`config.mk`:
```
export PLATFORM = sky130hd
export DESIGN_NAME = fft_8p_loader_flat
export DESIGN_NICKNAME = d
export VERILOG_FILES = /design/src/rtl/fft_8p_loader_pkg.sv /design/src/rtl/fft_8p_loader_if.sv /design/src/rtl/fft_8p_loader_bank.sv /design/src/rtl/fft_8p_loader.sv /design/src/flat_wrapper.sv
export SDC_FILE = /design/constraint.sdc
export NUM_CORES = 1
export LEC_CHECK = 0
export CAP_MARGIN = 20
export CORE_ASPECT_RATIO = 1.5
export CORE_UTILIZATION = 50
export CTS_BUF_LIST = sky130_fd_sc_hd__clkbuf_8
export DETAILED_ROUTE_END_ITERATION = 7
export DONT_BUFFER_PORTS = 1
export GPL_TIMING_DRIVEN = 0
export PLACE_DENSITY_LB_ADDON = 0.25
export SYNTH_ARGS = -nofsm -noshare
export SYNTH_HDL_FRONTEND = slang
export SYNTH_SLANG_ARGS = --single-unit
```
`constraint.sdc`:
```
create_clock -name clk -period 2.88 [get_ports clk]
set_input_delay 0.144 -clock clk [delete_from_list [all_inputs] [get_ports clk]]
set_output_delay 0.144 -clock clk [all_outputs]
set_load 0.05 [all_outputs]
```
`src/rtl/fft_8p_loader_pkg.sv`:
```
// Shared types and helpers for the FFT frame loader.
package fft_pkg;

    localparam int DATA_WIDTH_DEF = 16;
    localparam int N_DEF          = 8;

    // One complex sample at the default width.
    typedef struct packed {
        logic signed [DATA_WIDTH_DEF-1:0] re;
        logic signed [DATA_WIDTH_DEF-1:0] im;
    } cplx_t;

    typedef enum logic [1:0] {
        BANK_EMPTY   = 2'd0,
        BANK_FILLING = 2'd1,
        BANK_FULL    = 2'd2
    } bank_state_e;

    // Reverse the low 'bits' bits of k.
    function automatic int unsigned bitrev(input int unsigned k, input int unsigned bits);
        int unsigned r;
        r = 0;
        for (int unsigned i = 0; i < bits; i++) begin
            r[bits-1-i] = k[i];
        end
        return r;
    endfunction

endpackage

```
`src/rtl/fft_8p_loader_if.sv`:
```
// Sample stream in, whole frame out, plus the framing error pulse.
interface fft_8p_loader_if
    import fft_pkg::*;
#(
    parameter int DATA_WIDTH = DATA_WIDTH_DEF,
    parameter int N          = N_DEF
);
    logic                               s_valid;
    logic                               s_ready;
    logic signed [DATA_WIDTH-1:0]       s_real;
    logic signed [DATA_WIDTH-1:0]       s_imag;
    logic                               s_last;
    logic                               f_valid;
    logic                               f_ready;
    logic [N-1:0][DATA_WIDTH-1:0]       f_real;
    logic [N-1:0][DATA_WIDTH-1:0]       f_imag;
    logic                               frame_err;

    // Sample source and frame consumer side.
    modport master (
        output s_valid, s_real, s_imag, s_last, f_ready,
        input  s_ready, f_valid, f_real, f_imag, frame_err
    );

    // Loader side.
    modport slave (
        input  s_valid, s_real, s_imag, s_last, f_ready,
        output s_ready, f_valid, f_real, f_imag, frame_err
    );
endinterface

```
`src/rtl/fft_8p_loader_bank.sv`:
```
// One N-entry sample bank: single indexed write port, all slots readable in parallel.
module fft_frame_bank
    import fft_pkg::*;
#(
    parameter int DATA_WIDTH = DATA_WIDTH_DEF,
    parameter int N          = N_DEF,
    localparam int KW        = $clog2(N)
) (
    input  logic                          clk,
    input  logic                          wr_en,
    input  logic [KW-1:0]                 wr_addr,
    input  logic signed [DATA_WIDTH-1:0]  wr_real,
    input  logic signed [DATA_WIDTH-1:0]  wr_imag,
    output logic [N-1:0][DATA_WIDTH-1:0]  rd_real,
    output logic [N-1:0][DATA_WIDTH-1:0]  rd_imag
);

    logic [N-1:0][DATA_WIDTH-1:0] mem_real_q, mem_real_d;
    logic [N-1:0][DATA_WIDTH-1:0] mem_imag_q, mem_imag_d;

    // Next storage contents: only the addressed slot changes on a write.
    always_comb begin
        mem_real_d = mem_real_q;
        mem_imag_d = mem_imag_q;
        if (wr_en) begin
            mem_real_d[wr_addr] = wr_real;
            mem_imag_d[wr_addr] = wr_imag;
        end
    end

    // Storage needs no reset; contents are only looked at once a bank is FULL.
    always_ff @(posedge clk) begin
        mem_real_q <= mem_real_d;
        mem_imag_q <= mem_imag_d;
    end

    assign rd_real = mem_real_q;
    assign rd_imag = mem_imag_q;

endmodule

```
`src/rtl/fft_8p_loader.sv`:
```
// Ping-pong frame loader: collects N samples per bank (optionally bit-reversed)
// and presents each completed bank as one parallel frame.
//
//   state        | meaning
//   BANK_EMPTY   | no samples held, free for the writer
//   BANK_FILLING | writer has stored at least one sample of a frame
//   BANK_FULL    | complete frame waiting for (or shown to) the consumer
module fft_8p_loader
    import fft_pkg::*;
#(
    parameter int DATA_WIDTH = DATA_WIDTH_DEF,
    parameter int N          = N_DEF,
    parameter int BITREV     = 1
) (
    input  logic            clk,
    input  logic            rst,
    fft_8p_loader_if.slave  bus
);

    localparam int unsigned KW     = $clog2(N);
    localparam logic [KW-1:0] K_LAST = KW'(N - 1);

    bank_state_e   bank_st_q [2];
    bank_state_e   bank_st_d [2];
    logic          wr_ptr_q, wr_ptr_d;
    logic          rd_ptr_q, rd_ptr_d;
    logic [KW-1:0] k_q, k_d;
    logic          err_q, err_d;

    logic          accept;
    logic          consume;
    logic [KW-1:0] wr_addr;

    logic [N-1:0][DATA_WIDTH-1:0] bank0_real, bank0_imag;
    logic [N-1:0][DATA_WIDTH-1:0] bank1_real, bank1_imag;

    assign bus.s_ready  = (bank_st_q[wr_ptr_q] != BANK_FULL);
    assign bus.f_valid  = (bank_st_q[rd_ptr_q] == BANK_FULL);
    assign bus.f_real   = rd_ptr_q ? bank1_real : bank0_real;
    assign bus.f_imag   = rd_ptr_q ? bank1_imag : bank0_imag;
    assign bus.frame_err = err_q;

    assign accept  = bus.s_valid && bus.s_ready;
    assign consume = bus.f_valid && bus.f_ready;

    // Write and read banks never coincide while both handshake, so the two
    // updates below touch different banks and can both take effect.
    assign wr_addr = (BITREV != 0) ? KW'(bitrev(32'(k_q), KW)) : k_q;

    // Bank states, pointers, sample index and framing error for the next cycle.
    always_comb begin
        bank_st_d = bank_st_q;
        wr_ptr_d  = wr_ptr_q;
        rd_ptr_d  = rd_ptr_q;
        k_d       = k_q;
        err_d     = 1'b0;

        if (consume) begin
            bank_st_d[rd_ptr_q] = BANK_EMPTY;
            rd_ptr_d            = ~rd_ptr_q;
        end

        if (accept) begin
            if (k_q == K_LAST) begin
                // Frame is complete even when s_last is missing; that only flags an error.
                bank_st_d[wr_ptr_q] = BANK_FULL;
                k_d                 = '0;
                wr_ptr_d            = ~wr_ptr_q;
                err_d               = ~bus.s_last;
            end else if (bus.s_last) begin
                // Early end: drop the partial frame and restart at slot index 0.
                k_d   = '0;
                err_d = 1'b1;
            end else begin
                k_d                 = k_q + 1'b1;
                bank_st_d[wr_ptr_q] = BANK_FILLING;
            end
        end
    end

    // Control state register with synchronous reset.
    always_ff @(posedge clk) begin
        if (rst) begin
            bank_st_q[0] <= BANK_EMPTY;
            bank_st_q[1] <= BANK_EMPTY;
            wr_ptr_q     <= 1'b0;
            rd_ptr_q     <= 1'b0;
            k_q          <= '0;
            err_q        <= 1'b0;
        end else begin
            bank_st_q <= bank_st_d;
            wr_ptr_q  <= wr_ptr_d;
            rd_ptr_q  <= rd_ptr_d;
            k_q       <= k_d;
            err_q     <= err_d;
        end
    end

    fft_frame_bank #(.DATA_WIDTH(DATA_WIDTH), .N(N)) u_bank0 (
        .clk     (clk),
        .wr_en   (accept && !wr_ptr_q),
        .wr_addr (wr_addr),
        .wr_real (bus.s_real),
        .wr_imag (bus.s_imag),
        .rd_real (bank0_real),
        .rd_imag (bank0_imag)
    );

    fft_frame_bank #(.DATA_WIDTH(DATA_WIDTH), .N(N)) u_bank1 (
        .clk     (clk),
        .wr_en   (accept && wr_ptr_q),
        .wr_addr (wr_addr),
        .wr_real (bus.s_real),
        .wr_imag (bus.s_imag),
        .rd_real (bank1_real),
        .rd_imag (bank1_imag)
    );

endmodule
```
`src/flat_wrapper.sv`:
```
// flat-port wrapper written by rule: the top's interface ports become plain ports
module fft_8p_loader_flat import fft_pkg::*;
#(
    parameter int DATA_WIDTH = DATA_WIDTH_DEF,
    parameter int N          = N_DEF,
    parameter int BITREV     = 1
)
  (clk, rst, bus_s_valid, bus_s_real, bus_s_imag, bus_s_last, bus_f_ready, bus_s_ready, bus_f_valid, bus_f_real, bus_f_imag, bus_frame_err);
  fft_8p_loader_if #(.DATA_WIDTH(DATA_WIDTH), .N(N)) bus_i ();
  input  logic clk;
  input  logic rst;
  input wire logic [$bits(bus_i.s_valid)-1:0] bus_s_valid;
  input wire logic [$bits(bus_i.s_real)-1:0] bus_s_real;
  input wire logic [$bits(bus_i.s_imag)-1:0] bus_s_imag;
  input wire logic [$bits(bus_i.s_last)-1:0] bus_s_last;
  input wire logic [$bits(bus_i.f_ready)-1:0] bus_f_ready;
  output wire logic [$bits(bus_i.s_ready)-1:0] bus_s_ready;
  output wire logic [$bits(bus_i.f_valid)-1:0] bus_f_valid;
  output wire logic [$bits(bus_i.f_real)-1:0] bus_f_real;
  output wire logic [$bits(bus_i.f_imag)-1:0] bus_f_imag;
  output wire logic [$bits(bus_i.frame_err)-1:0] bus_frame_err;
  assign bus_i.s_valid = bus_s_valid;
  assign bus_i.s_real = bus_s_real;
  assign bus_i.s_imag = bus_s_imag;
  assign bus_i.s_last = bus_s_last;
  assign bus_i.f_ready = bus_f_ready;
  assign bus_s_ready = bus_i.s_ready;
  assign bus_f_valid = bus_i.f_valid;
  assign bus_f_real = bus_i.f_real;
  assign bus_f_imag = bus_i.f_imag;
  assign bus_frame_err = bus_i.frame_err;
  fft_8p_loader #(.DATA_WIDTH(DATA_WIDTH), .N(N), .BITREV(BITREV)) u_core (.clk(clk), .rst(rst), .bus(bus_i));
endmodule
```
Yosys cells after proc, flatten, opt, wreduce, memory -nomap -nowiden
Index checks and enable logic that the tools add are counted.
{"block": "totals", "input_bits": 37, "ff_bits": 522, "latch_bits": 0, "n_memories": 0, "elab_cells": 98, "ram_bits": 0, "romBits": 0}
{"block": "op_classes", "n_reduce_logical": 10, "n_mux": 26, "n_div": 0, "eq_ne": 3, "add_sub_neg": 1, "shift": 0, "bitwise": 14, "order_cmp": 6, "n_mul": 0}
{"op": "$bwmux W128", "n": 4}
{"op": "$mux W128", "n": 2}
{"op": "$demux W16 S3", "n": 1}
{"op": "$mux W16", "n": 1}
{"op": "$mux W2", "n": 8}
{"op": "$mux W4", "n": 4}
{"op": "$logic_and A1 B1 Y1", "n": 7}
{"op": "$mux W3", "n": 2}
{"op": "$and A2 B2 Y2", "n": 2}
{"op": "$and A4 B4 Y4", "n": 1}
{"op": "$demux W2 S1", "n": 2}
{"op": "$ge A2 B2 Y1 const B", "n": 2}
{"op": "$lt A2 B1 Y1 const B", "n": 2}
{"op": "$lt A3 B4 Y1 const B", "n": 1}
{"op": "$not A1 Y1", "n": 4}
{"op": "$not A1 Y2", "n": 2}
{"op": "$not A2 Y2", "n": 2}
{"op": "$not A4 Y4", "n": 1}
{"op": "$or A2 B2 Y2", "n": 2}
{"op": "$add A3 B1 Y3 const B", "n": 1}
{"op": "$eq A3 B3 Y1 const B", "n": 1}
{"op": "$ge A3 B1 Y1 const B", "n": 1}
{"op": "$eq A2 B2 Y1 const B", "n": 1}
{"op": "$mux W1", "n": 2}
{"op": "other kinds (4)", "n": 4}

Logic depth before layout (Yosys ltp)
{"block": "depth", "word_depth": 12, "mapped_depth": 5, "ltp_nobuf": 5}

By module
Synthesis repeated with hierarchy kept, for this count alone.
{"block": "unflattened", "cells_unflattened": 869, "hier_area_um2": 19232.2}
{"mod": "fft_frame_bank", "area_per_inst_um2": 7783.7, "cells_per_inst": 264, "seq_area_each_um2": 7687.4, "instances": 2}
{"mod": "fft_8p_loader", "area_per_inst_um2": 3664.8, "cells_per_inst": 341, "seq_area_each_um2": 200.2, "instances": 1}

Least setup slack after synthesis
Ideal clock, no wire load.
{"block": "synth_timing", "path_type": "reg2reg", "startpoint": "reg u_core.k_q[0] (netlist name)", "endpoint": "reg u_core.u_bank1.mem_imag_q (netlist bit u_core.u_bank1.rd_imag[112]), enable pin", "t_required_ps": 2459, "t_arrival_ps": 2205, "setup_slack_ps": 254, "stages_incl_launch_ff": 4, "setup_ps": 421, "n_path_buf": 0, "cell_sequence": "dfxtp_1 ha_1 ha_1 nor3b_2"}
{"item": "to (signal assigned)", "line_no": "fft_8p_loader_bank.sv:34", "rtl": "mem_imag_q <= mem_imag_d;"}
{"item": "to (decl)", "line_no": "fft_8p_loader_bank.sv:19", "rtl": "logic [N-1:0][DATA_WIDTH-1:0] mem_imag_q, mem_imag_d;"}

Worst setup path in the final report
{"block": "layout_timing", "startpoint": "reg u_core.rd_ptr_q", "endpoint": "out bus_f_valid"}
{"block": "layout_between", "elab_chain_len": 5}
{"item": "from (decl)", "line_no": "fft_8p_loader.sv:26", "rtl": "logic rd_ptr_q, rd_ptr_d;"}
{"item": "from (signal assigned)", "line_no": "fft_8p_loader.sv:93", "rtl": "rd_ptr_q <= rd_ptr_d;"}
{"item": "$not A1 Y2 (implied by the code)", "line_no": "fft_8p_loader.sv:38", "rtl": "assign bus.f_valid = (bank_st_q[rd_ptr_q] == BANK_FULL);"}
{"item": "$mux W2 (implied by the code) (3 in a row)", "line_no": "fft_8p_loader.sv:38"}
{"item": "$eq A2 B2 Y1", "line_no": "fft_8p_loader.sv:38"}
{"item": "to (decl)", "line_no": "flat_wrapper.sv:18", "rtl": "output wire logic [$bits(bus_i.f_valid)-1:0] bus_f_valid;"}
Every way passes these cells. The select of a mux whose other input is x is not followed.

==> impl_metrics.env <==
export IMPL_status="finished clean"
export IMPL_combinationalPowerShare=0.030
export IMPL_cts_setup_buffers=0
export IMPL_worstPathRequired_ns=2.74
export IMPL_power_density_nw_per_um2=653
export IMPL_setup_tns_ns=0
export IMPL_crit_top_cell="buf_4"
export IMPL_clk_latency_ns=0.61
export IMPL_final_nets=1041
export IMPL_fmax_mhz=419
export IMPL_met3_usage=0.0618
export IMPL_cp_max_fo=10
export IMPL_grtUsageTotal=0.219
export IMPL_final_util=0.576
export IMPL_synth_fa_ha_area_frac=0.00391
export IMPL_cts_buffers=75
export IMPL_initialDrtViolationCount=496
export IMPL_start_util=0.510
export IMPL_maxSlewHeadroom=0.288
export IMPL_synth_simple_gate_area_frac=0.0142
export IMPL_synth_mux_area_frac=0.150
export IMPL_cpPeakStageDelay_ns=0.79
export IMPL_synth_xor_area_frac=0.000456
export IMPL_worst_setup_path_type="flip-flop to primary output"
export IMPL_syn_area_um2=19200
export IMPL_internal_power_uw=11200
export IMPL_power_clock_fraction=0.376
export IMPL_gp_congestion=0.744
export IMPL_ctsHtreeMaxLevel=3
export IMPL_port_buffers=0
export IMPL_final_cell_area_um2=21700
export IMPL_syn_area_per_cell_um2=21.9
export IMPL_antenna_found_initial=1
export IMPL_rows=87
export IMPL_finClkSkew_ns=0.0172
export IMPL_grt_pass1_vias=8843
export IMPL_cp_end_kind="primary output"
export IMPL_fp_coreArea_um2=37700
export IMPL_grt_ovfl_total=0
export IMPL_cts_buffer_depth=3
export IMPL_synth_compound_area_share=0.00626
export IMPL_ys_flop_type="edfxtp_1"
export IMPL_p_switching_uw=2970
export IMPL_leakagePower_uw=0.00700
export IMPL_finalSetupViolCount=0
export IMPL_syn_num_nets=919
export IMPL_clkTransAtPathRegs_ns=0.06
export IMPL_drive_above_1_share=0.394
export IMPL_die_area_um2=39200
export IMPL_hold_depth=4
export IMPL_grt_pass1_wl_um=60500
export IMPL_use_met2=0.396
export IMPL_grt_max_degree=34
export IMPL_ys_warn_count=0
export IMPL_via_per_inst=5.53
export IMPL_p_seq_frac=0.594
export IMPL_min_period_ns=2.38
export IMPL_peakVddDrop_uv=426
export IMPL_hold_class="input pin to flip-flop"
export IMPL_wire_per_inst_um=27.6
export IMPL_cp_slowest_cell="o21ai_1"
export IMPL_vias=8506
export IMPL_synth_edf_count=512
export IMPL_area_growth_pct=13.1
export IMPL_placedCellCount=1373
export IMPL_rsz0062_at_grt="no"
export IMPL_drv_slew=0
export IMPL_fill_cells=2886
export IMPL_postSynth_asyncResetShare=0
export IMPL_hpwlAfterDp_um=26700
export IMPL_yosysSeqAreaShare=0.812
export IMPL_multiInputGateArea_um2=3370
export IMPL_worstPathArrival_ns=2.24
export IMPL_cts_sinks=522
export IMPL_drv_cap=0
export IMPL_fin_cells=1537
export IMPL_postSynthCellCount=876
export IMPL_drcViolationCount=0
export IMPL_synth_top_family_by_area="multiplexers"
export IMPL_grt_busiest_layer="met2"
export IMPL_grt_use_met1=0.240
export IMPL_antenna_left=0
export IMPL_die_w_um=162
export IMPL_totalWireLength_um=42400
export IMPL_seqCellArea_um2=15600
export IMPL_yosys_cell_types_count=40
export IMPL_ys_ff_latch=522
export IMPL_cts_tree="built"
export IMPL_cts_root_buffer="clkbuf_8"
export IMPL_ios=296
export IMPL_cts_resized=0
export IMPL_placed_area_um2=20000
export IMPL_firstDrtPassIters=6
export IMPL_die_height_um=242
export IMPL_cp_start_kind="flip-flop"
export IMPL_final_hold_violation_count=0
export IMPL_period_share=0.828
export IMPL_worstPathCellList="buf_4, buf_6, buf_4, o21ai_1"
export IMPL_switching_share=0.210
export IMPL_r2r_cells=4
export IMPL_tightest_slew_ns=1.07
-- per-layer routing --
layer  part of all wire  wire length [µm]
met1               0.36             15300
met3              0.071              3000
met2               0.54             22900
met4              0.027              1150
met5                  0                 0
-- cells by family after synthesis --
logic type      after synthesis
flops                       522
mux                         256
buf+inv                      40
simple gates                 39
compound gates               12
fa+ha+maj                     6
xor+xnor                      1
-- final cells by class --
| cell class | instances | share of cell area |
|---|---|---|
| buffer | 31 | 0.0103 |
| sequential | 522 | 0.718 |
| inverter | 9 | 0.00156 |
| antenna | 1 | 0.000115 |
| timing repair buffer | 45 | 0.0247 |
| tap | 489 | 0.0282 |
| clock inverter | 43 | 0.00923 |
| clock buffer | 83 | 0.0526 |
| multi-input combinational | 314 | 0.156 |
-- power groups by stage --
stage / Clock (µW) / Sequential, µW / Combinational (µW)
after floorplan: 0 / 8570 / 239
after global placement: 0 / 8570 / 275
after detailed placement: 0 / 8580 / 277
after CTS: 5460 / 8410 / 430
after global routing: 5750 / 8410 / 444
final: 5320 / 8410 / 423
-- cells in the final DEF (no fill, tap or decap), types with 7 or more instances in the layout --
cell type,count
clkinv_1,15
dlygate4sd3_1,37
buf_4,20
clkbuf_8,83
and3_2,13
edfxtp_1,512
mux2_2,256
inv_1,29
dfxtp_1,10
buf_2,7
-- critical path, delay by kind of cell, from the launching register on --
family | cells | cell delay [ns]
compound gates | 1 | 0.79
buf+inv | 3 | 0.54
flops | 1 | 0.29
-- worst paths after layout --
| check | start | slack (ns) | endpoint |
|---|---|---|---|
| setup / recovery | u_core.rd_ptr_q | 0.50 | bus_f_valid |
| hold reg to reg | u_core.bank_st_q[0] | 0.54 | u_core.bank_st_q[0] |
| setup reg to reg | u_core.k_q[0] | 0.64 | u_core.u_bank0.rd_real[126] |
| hold / removal | rst | 0.31 | u_core.k_q[2] |
-- sequential cells by signal (all words and copies together), names as in the netlist --
name	cells
u_core.u_bank0.rd_imag	128
u_core.u_bank0.rd_real	128
u_core.u_bank1.rd_imag	128
u_core.u_bank1.rd_real	128
u_core.bank_st_q	4
u_core.k_q	3
u_core.bus.frame_err	1
u_core.rd_ptr_q	1
u_core.wr_ptr_q	1
-- stage by stage --
step / worst slack [ns] / total power [µW] / hold WS [ns]
after floorplan: 0.254 / 8810 / 0.243
after global placement: -1.06 / 8850 / 0.244
after detailed placement: 0.619 / 8850 / 0.243
after CTS: 0.430 / 14300 / 0.257
after global routing: 0.393 / 14600 / 0.304
final: 0.496 / 14200 / 0.308
-- cell usage after synthesis (2+ instances only) --
library cell / count / area [µm²]
edfxtp_1: 512 / 15400
mux2_2: 256 / 2880
buf_2: 7 / 35.0
nor2b_1: 2 / 12.5
o41ai_2: 3 / 48.8
buf_4: 20 / 150
nor4_1: 2 / 12.5
and3_2: 7 / 52.6
nand3_1: 2 / 10.0
nand2_1: 2 / 7.51
dfxtp_1: 10 / 200
and3_1: 6 / 37.5
buf_6: 3 / 33.8
inv_1: 9 / 33.8
a31oi_1: 2 / 12.5
nand4_1: 3 / 18.8
and2_4: 2 / 17.5
ha_1: 6 / 75.1
-- repair_timing --
item	CTS	global route
hold endpoints to repair	526	0
hold buffers	37	0
endpoints found under the setup margin	0	0
Note: power is estimated with default switching activity, not from simulation.
